## src/rtl/bin2bcd_pkg.sv

```systemverilog
// ============================================================================
// bin2bcd_pkg : shared types and helpers for the sequential binary-to-BCD block
// Revision    : 1.0 - initial release
// ============================================================================
`default_nettype none

package bin2bcd_pkg;

  localparam int NIB_W = 4;

  typedef enum logic [0:0] {
    IDLE  = 1'b0,
    SHIFT = 1'b1
  } state_t;

  // Largest value representable in the given number of decimal digits.
  function automatic longint max_val(input int digits);
    longint v;
    v = 1;
    for (int i = 0; i < digits; i++) begin
      v = v * 10;
    end
    return v - 1;
  endfunction

endpackage

`default_nettype wire

```

## src/rtl/bcd_adj3.sv

```systemverilog
// ============================================================================
// bcd_adj3 : one double-dabble digit correction, adds 3 when the nibble is >= 5
// Revision : 1.0 - initial release
// ============================================================================
`default_nettype none

module bcd_adj3
  import bin2bcd_pkg::*;
(
  input  logic [NIB_W-1:0] din,
  output logic [NIB_W-1:0] dout
);

  // A valid BCD digit is at most 9, so the sum is at most 12 and fits 4 bits.
  assign dout = (din >= 4'd5) ? (din + 4'd3) : din;

endmodule

`default_nettype wire

```

## src/rtl/bin2bcd_seq.sv

```systemverilog
// ============================================================================
// bin2bcd_seq : iterative shift-and-add-3 binary to packed-BCD converter
// Revision    : 1.0 - initial release
// ============================================================================
`default_nettype none

module bin2bcd_seq
  import bin2bcd_pkg::*;
#(
  parameter int IN_W   = 14,
  parameter int DIGITS = 4
) (
  input  logic                      clk,
  input  logic                      rst_n,
  input  logic                      start,
  input  logic [IN_W-1:0]           bin_in,
  output logic                      busy,
  output logic                      done,
  output logic [NIB_W*DIGITS-1:0]   bcd_out,
  output logic                      ovf
);

  localparam int     c_bcd_w   = NIB_W * DIGITS;
  localparam int     c_cnt_w   = (IN_W > 1) ? $clog2(IN_W) : 1;
  localparam longint c_max_val = max_val(DIGITS);
  localparam bit     c_clamp   = c_max_val < (longint'(1) << IN_W);
  // When every IN_W-bit value is displayable the clamp threshold is all-ones,
  // so the compare below can never fire.
  localparam logic [IN_W-1:0]    c_max_in = c_clamp ? IN_W'(c_max_val) : '1;
  localparam logic [c_cnt_w-1:0] c_last   = c_cnt_w'(IN_W - 1);

  state_t                r_state;
  state_t                w_state_nxt;
  logic [IN_W-1:0]       r_bin;
  logic [c_bcd_w-1:0]    r_bcd;
  logic [c_cnt_w-1:0]    r_cnt;
  logic                  r_ovf_pend;

  logic                  w_load;
  logic                  w_finish;
  logic                  w_over;
  logic [c_bcd_w-1:0]    w_adj;
  logic [c_bcd_w-1:0]    w_bcd_sh;
  logic [IN_W-1:0]       w_bin_sh;

  for (genvar g = 0; g < DIGITS; g++) begin : g_adj
    bcd_adj3 u_adj (
      .din  (r_bcd[g*NIB_W +: NIB_W]),
      .dout (w_adj[g*NIB_W +: NIB_W])
    );
  end

  assign w_over   = (bin_in > c_max_in);
  assign w_bcd_sh = {w_adj[c_bcd_w-2:0], r_bin[IN_W-1]};
  assign w_bin_sh = {r_bin[IN_W-2:0], 1'b0};
  assign busy     = (r_state == SHIFT);

  always_ff @(posedge clk or negedge rst_n) begin
    if (!rst_n) begin
      r_state <= IDLE;
    end else begin
      r_state <= w_state_nxt;
    end
  end

  always_comb begin
    w_state_nxt = r_state;
    w_load      = 1'b0;
    w_finish    = 1'b0;
    case (r_state)
      IDLE: begin
        if (start) begin
          w_state_nxt = SHIFT;
          w_load      = 1'b1;
        end
      end
      SHIFT: begin
        if (r_cnt == c_last) begin
          w_state_nxt = IDLE;
          w_finish    = 1'b1;
        end
      end
    endcase
  end

  always_ff @(posedge clk or negedge rst_n) begin
    if (!rst_n) begin
      r_bin      <= '0;
      r_bcd      <= '0;
      r_cnt      <= '0;
      r_ovf_pend <= 1'b0;
      done       <= 1'b0;
      bcd_out    <= '0;
      ovf        <= 1'b0;
    end else begin
      done <= w_finish;
      if (w_load) begin
        r_bin      <= w_over ? c_max_in : bin_in;
        r_ovf_pend <= w_over;
        r_bcd      <= '0;
        r_cnt      <= '0;
      end else if (r_state == SHIFT) begin
        r_bcd <= w_bcd_sh;
        r_bin <= w_bin_sh;
        r_cnt <= r_cnt + 1'b1;
      end
      // Outputs only ever take the final shifted value, never a partial one.
      if (w_finish) begin
        bcd_out <= w_bcd_sh;
        ovf     <= r_ovf_pend;
      end
    end
  end

endmodule

`default_nettype wire

```

## config.mk

```make
export PLATFORM = sky130hd
export DESIGN_NAME = bin2bcd_seq
export DESIGN_NICKNAME = d
export VERILOG_FILES = /design/src/rtl/bin2bcd_pkg.sv /design/src/rtl/bcd_adj3.sv /design/src/rtl/bin2bcd_seq.sv
export SDC_FILE = /design/constraint.sdc
export NUM_CORES = 1
export LEC_CHECK = 0
export CORE_MARGIN = 8
export CORE_UTILIZATION = 53
export DETAILED_ROUTE_END_ITERATION = 10
export GPL_ROUTABILITY_DRIVEN = 1
export PLACE_DENSITY = 0.83
export SYNTH_ARGS = -nofsm -noshare
export SYNTH_HDL_FRONTEND = slang
export SYNTH_HIERARCHICAL = 1
export SYNTH_SLANG_ARGS = --single-unit
```

## constraint.sdc

```tcl
create_clock -name clk -period 5.2 [get_ports clk]
set_clock_uncertainty 0.2 [all_clocks]
set_input_delay 1.3 -clock clk [delete_from_list [all_inputs] [get_ports clk]]
set_output_delay 1.3 -clock clk [all_outputs]
set_load 0.02 [all_outputs]
```

# Yosys cells after proc, flatten, opt, wreduce, memory -nomap -nowiden
# Index checks and enable logic that the tools add are counted.
classes:
  addsub: 5
  magnitude_cmp: 5
  n_eq_ne: 1
  muxes: 17
  bitwise_logic: 1
  n_reduce_logical: 1
op_table:
  columns: ["cell", "count"]
  rows:
  - ["$mux 14", 3]
  - ["$mux 16", 2]
  - ["$mux 4", 5]
  - ["$ge 4x3->1 const B", 4]
  - ["$gt 14x14->1 const B", 1]
  - ["$add 4x2->4 const B", 3]
  - ["$mux 1", 5]
  - ["$add 4x1->4 const B", 1]
  - ["$eq 4x4->1 const B", 1]
  - ["$add 3x2->3 const B", 1]
  - ["$mux 3", 1]
  - ["$pmux 1 s2", 1]
  - ["$reduce_bool 2->1", 1]
  - ["$not 1->1", 1]
word_totals:
  reg_bits: 54
  in_bits: 17
  output_inout_bits: 19
  wordCells: 38

# Longest topological paths before layout
# Gate-level depths: netlist (run 1).
logic_depth:
  ltp_word: 4
  depth_mapped: 7

# Modules after synthesis
# Netlist (run 1), hierarchy kept.
by_module_without_submodules:
  columns: ["mod", "n_inst", "cells_per_inst", "area_each_um2"]
  rows:
  - ["bin2bcd_seq", 1, 205, 2255.9]
  - ["bcd_adj3", 4, 16, 101.3]

# Least setup slack after synthesis (run 1)
# Ideal clock, no wire load.
synth_path:
  path_kind: "input to register"
  start: "input port bin_in[7]"
  end: "register r_bin[10]"
  setup_time_ps: 134
  t_arrival_ps: 2222
  slack_ps: 2644
  stages: 3
  path_cell_list: "or4_4 > a211oi_4 > o21ai_0"
synth_between:
  elab_chain_len: 3
synth_lines:
  columns: ["element", "line", "source"]
  rows:
  - ["start: declaration", "bin2bcd_seq.sv:16", "input logic [IN_W-1:0] bin_in,"]
  - ["$gt 14x14->1", "bin2bcd_seq.sv:53", "assign w_over = (bin_in > c_max_in);"]
  - ["$mux 14", "bin2bcd_seq.sv:98", "r_bin <= w_over ? c_max_in : bin_in;"]
  - ["$mux 14", "bin2bcd_seq.sv:97", "if (w_load) begin"]
  - ["end signal: assignment", "bin2bcd_seq.sv:98", null]
  - ["end signal: assignment", "bin2bcd_seq.sv:104", "r_bin <= w_bin_sh;"]
  - ["end: declaration", "bin2bcd_seq.sv:34", "logic [IN_W-1:0] r_bin;"]
# No other way between the ends.
# A chain may end at the register's enable or synchronous reset.

# Worst setup path in the final report (run 1)
layout_path:
  start: "input port start"
  end: "register r_cnt[2]"
layout_between:
  elab_chain_len: 3
layout_lines:
  columns: ["element", "line", "source"]
  rows:
  - ["start: declaration", "bin2bcd_seq.sv:15", "input logic start,"]
  - ["$mux 1 *", "bin2bcd_seq.sv:72", "if (start) begin"]
  - ["$mux 1 *", "bin2bcd_seq.sv:70", "case (r_state)"]
  - ["$mux 4 / $reduce_bool 2->1 (equally long branches)", null, null]
  - ["end signal: assignment", "bin2bcd_seq.sv:105", "r_cnt <= r_cnt + 1'b1;"]
  - ["end: declaration", "bin2bcd_seq.sv:36", "logic [c_cnt_w-1:0] r_cnt;"]
# Every way passes the cells marked *; elsewhere a longest branch is shown, timed or not.

==> metrics.cfg, run 1 <==
[outcome]
outcome=finished clean

[clocking]
post_cts_buffers=0
cts_root_buffer=clkbuf_8
htreeDepth=2
clk_pin_slew_ns=0.09
cts_tree=yes
cts_hold_buf=0
clock_latency_ns=0.30
clock_path_buffers=2
cts_sinks=54
cts_buffers=5
cts_resized=0

[pwr]
netSwitchingPower_mw=0.680
comb_power_share_pct=47.2
intPower_mw=1.11
leakage_nw=1.51
total_power_mw=1.79
p_seq_share_pct=40.7
clock_power_share_pct=12.1
swShare_pct=38.1
irDropWorstVdd_uv=218
powerDensity_mw_per_mm2=572

[worst_setup_path]
start_kind=input port
path_cells=clkdlybuf4s50_1, nor2_1, buf_4, o21ai_0, o21ai_0
cp-end-kind=flop
cp_data_arrival_time_ns=2.88
required_ns=5.18
slowest_delay_ns=0.84
cp_top_family=buffers and inverters
cp_num_buf_inv=2
cp_slowest_cell=clkdlybuf4s50_1
worst-setup-path-type=in2reg
crit_path_frequent_cell=o21ai_0
cp_max_fo=20

[layout]
stdcell_count=366
fillCellCount=405
fin_nets=326
area_growth_pct=18.1
stdcell_area_mm2=0.00312
drive_gt1_share_pct=7.69
antennaDiodeCount=0
post-route-util_pct=65.6

[drt]
drt-wirelength-per-cell_um=13.2
ant_nets=0
wl_mm=4.83
dr.pass1.iters=4
drc=0
dr_total_vias=1930
avgViaCountPerCell=5.27
drt_iter0_markers=99

[synthesis]
synth-warning-count=6
synthCells=265
syn-num-nets=292
synth_area_mm2=0.00264
avgSynthCellArea_um2=9.97

[global_routing]
grt_max_degree=55
antenna_found_initial=0
grt_usage_pct=14.0
grt_pass1_vias=2004
gr-total-overflow=0
grt_pass1_wl_mm=8.67

[die]
rows=25
core_mm2=0.00475
io_pins=36
die_y_um=86.6
dieArea_mm2=0.00750
start_util_pct=55.6
die_w_um=86.6

[sta]
drv_slew=0
max_freq_mhz=345
worst_pin_slew_ns=0.796
hold_viol=0
rsz0062_at_grt=false
max_slew_margin_pct=46.8
setup_viol=0
fin_ws_ns=2.30
finalCriticalPeriod_ns=2.90
finalCritPeriodShare_pct=55.8
hold_ws_ns=0.276
tns_ns=0

[hold_path]
hp-class=reg2reg

[placed_design]
io_buffers=35
dp.cells=359
pre_cts_slack_ns=1.96
place_hpwl_mm=3.43
dpl_cell_area_mm2=0.00304
globalplace.congestion=0.783

[job]
cap_violations=0

[state kept, by name, indices dropped and copies added, names as in the netlist]
name / cells
r_ovf_pend: 1
r_bin: 14
r_cnt: 4
done: 1
bcd_out: 16
ovf: 1
r_bcd: 16
busy: 1
[layout by cell type, fill, tap and decap left out, drive strengths merged]
| cell | count |
|---|---|
| o21bai | 1 |
| and3 | 1 |
| or4 | 1 |
| ha | 10 |
| nand2 | 70 |
| or2b | 1 |
| nand4 | 1 |
| and3b | 2 |
| a211oi | 1 |
| mux2i | 11 |
| clkbuf | 7 |
| or3b | 1 |
| a21oi | 6 |
| nand3b | 2 |
| nor2 | 6 |
| o211ai | 1 |
| nand3 | 2 |
| nor2b | 1 |
| xnor2 | 5 |
| a22oi | 4 |
| a41oi | 1 |
| inv | 11 |
| dfrtp | 54 |
| o31ai | 1 |
| o21ai | 24 |
| clkdlybuf4s50 | 34 |
| nand2b | 11 |
| clkinv | 1 |
| mux2 | 7 |
| a22o | 17 |
| buf | 4 |
[routing by layer]
metal | vias to the layer above | GRT usage, % | wire length (um)
met3 | 7 | 2.84 | 202
li1 | 963 | - | -
met1 | 916 | 17.3 | 2290
met5 | - | 0 | 0
met2 | 44 | 24.1 | 2290
met4 | 0 | 3.91 | 50
[power groups by stage]
stage | logic [mW] | clock network [mW] | registers, mW
after detailed placement | 0.853 | 0 | 0.734
after CTS | 0.856 | 0.227 | 0.728
after global routing | 0.952 | 0.240 | 0.751
after floorplan | 0.548 | 0 | 0.777
final | 0.843 | 0.216 | 0.727
after global placement | 0.818 | 0 | 0.728
[worst reg2reg max path: cells and delay by family (launching register included)]
kind | cells | cell delay (ns)
flops | 1 | 0.38
simple gates | 3 | 0.97
buf+inv | 2 | 0.95
[final cells by class]
class	instances	area (um2)	share of cell area [%]
sequential	54	1350	43.3
tap	67	83.8	2.69
multi-input combinational	188	1200	38.3
clock buffer	7	76.3	2.45
inverter	12	45.0	1.44
timing repair buffer	38	368	11.8
[final timing paths]
check                           startpoint          to  slack (ns)  cells after the start
worst max-delay path                 start    r_cnt[2]        2.30                      5
worst min-delay path            bcd_out[7]  bcd_out[7]        0.28                      2
worst max register to register        busy  bcd_out[4]        2.58                      5
worst min register to register  bcd_out[7]  bcd_out[7]        0.28                      2
max in group asynchronous            rst_n    r_bcd[0]        3.44                      2
min in group asynchronous            rst_n    r_cnt[0]        0.92                      2
No activity file was read; power rests on OpenSTA's default activity.
==> inputs of run 2 (changes only) <==
==> constraint.sdc (replaced) <==
create_clock -name clk -period 2.9 [get_ports clk]
set_clock_uncertainty 0.2 [all_clocks]
set_input_delay 0.725 -clock clk [delete_from_list [all_inputs] [get_ports clk]]
set_output_delay 0.725 -clock clk [all_outputs]
set_load 0.02 [all_outputs]
==> metrics.cfg, run 2 (synthesized netlist as in run 1, its figures left out) <==
[worst_setup_path]
start_kind=flop
cp_max_fo=2
cp_num_buf_inv=1
cp-end-kind=output pin
slowest_delay_ns=0.61
cp_slowest_cell=clkdlybuf4s50_1
cp_top_family=buffers and inverters
path_cells=clkdlybuf4s50_1
required_ns=1.98
cp_data_arrival_time_ns=1.28
worst-setup-path-type=reg2out

[drt]
dr.pass1.iters=4
drt-wirelength-per-cell_um=13.7
avgViaCountPerCell=5.37
drc=0
drt_iter0_markers=99
wl_mm=5.07
ant_nets=0
dr_total_vias=1982

[die]
dieArea_mm2=0.00750
start_util_pct=55.6
die_y_um=86.6
die_w_um=86.6
core_mm2=0.00475
rows=25
io_pins=36

[placed_design]
io_buffers=35
dpl_cell_area_mm2=0.00308
place_hpwl_mm=3.58
globalplace.congestion=0.773
dp.cells=361
pre_cts_slack_ns=0.358

[clocking]
clk_pin_slew_ns=0.09
post_cts_buffers=0
htreeDepth=2
clock_latency_ns=0.31
cts_root_buffer=clkbuf_8
cts_tree=yes
cts_sinks=54
cts_resized=0
cts_buffers=5
cts_hold_buf=0
clock_path_buffers=2

[sta]
hold_viol=0
finalCriticalPeriod_ns=2.21
setup_viol=0
tns_ns=0
worst_pin_slew_ns=0.534
hold_ws_ns=0.190
fin_ws_ns=0.692
max_freq_mhz=453
finalCritPeriodShare_pct=76.1
drv_slew=0
max_slew_margin_pct=64.2
rsz0062_at_grt=false

[pwr]
leakage_nw=1.54
total_power_mw=3.33
powerDensity_mw_per_mm2=1040
irDropWorstVdd_uv=382

[outcome]
outcome=finished clean

[global_routing]
grt_pass1_wl_mm=8.96
gr-total-overflow=0
grt_usage_pct=14.8
grt_max_degree=55
grt_pass1_vias=2021
antenna_found_initial=0

[layout]
final_common_cell=nand2_1
multi_input_area_mm2=0.00120
reg_top3=bcd_out (16), r_bcd (16), r_bin (14)
stdcell_area_mm2=0.00319
fin_nets=328
antennaDiodeCount=0
post-route-util_pct=67.2
stdcell_count=369
fillCellCount=395
layout_common_cells=nand2_1 (70), dfrtp_1 (54), clkdlybuf4s50_1 (34)
area_growth_pct=20.9
ff_latch_area_mm2=0.00135
drive_gt1_share_pct=9.27

[job]
cap_violations=0

[hold_path]
hp-class=in2async

## run 2: changes by cell type in the layout (fill, tap and decap cells not counted)
cell       before  now
clkinv_2        0    2
bufinv_16       0    1
buf_12          0    2
clkbuf_1        2    0
## run 2: path summary, 6_finish.rpt
kind                             start     endpoint  slack, ns  cells after the start
hold / removal                   rst_n         done       0.19                      2
setup reg to reg                  busy   bcd_out[4]       0.94                      5
hold reg to reg            bcd_out[14]  bcd_out[14]       0.28                      2
max in group asynchronous        rst_n   bcd_out[6]       2.06                      2
setup / recovery            bcd_out[3]   bcd_out[3]       0.69                      1
min in group clk           bcd_out[14]  bcd_out[14]       0.28                      2
## run 2: per-layer routing
metal	share of wire, %	track usage (%)	wire length, um	up-vias
met4	1.0	4.85	51	0
met1	45	17.2	2270	963
met5	0	0	0	-
li1	-	-	-	975
met2	50	25.8	2550	37
met3	4.0	3.50	204	7
## run 2: cell type report
cell class	instances	share of cell area, %
Clock inverter	3	1.25
Clock buffer	5	2.16
Tap cell	67	2.63
Sequential cell	54	42.3
Multi-Input combinational cell	188	37.5
Timing Repair Buffer	40	12.8
Inverter	12	1.41
## run 2: power breakdown
| group | switching, mW | leakage [nW] | internal [mW] |
|---|---|---|---|
| logic | 0.770 | 0.793 | 0.762 |
| registers | 0.236 | 0.691 | 1.07 |
| clock network | 0.238 | 0.0579 | 0.254 |
| total | 1.24 | 1.54 | 2.08 |
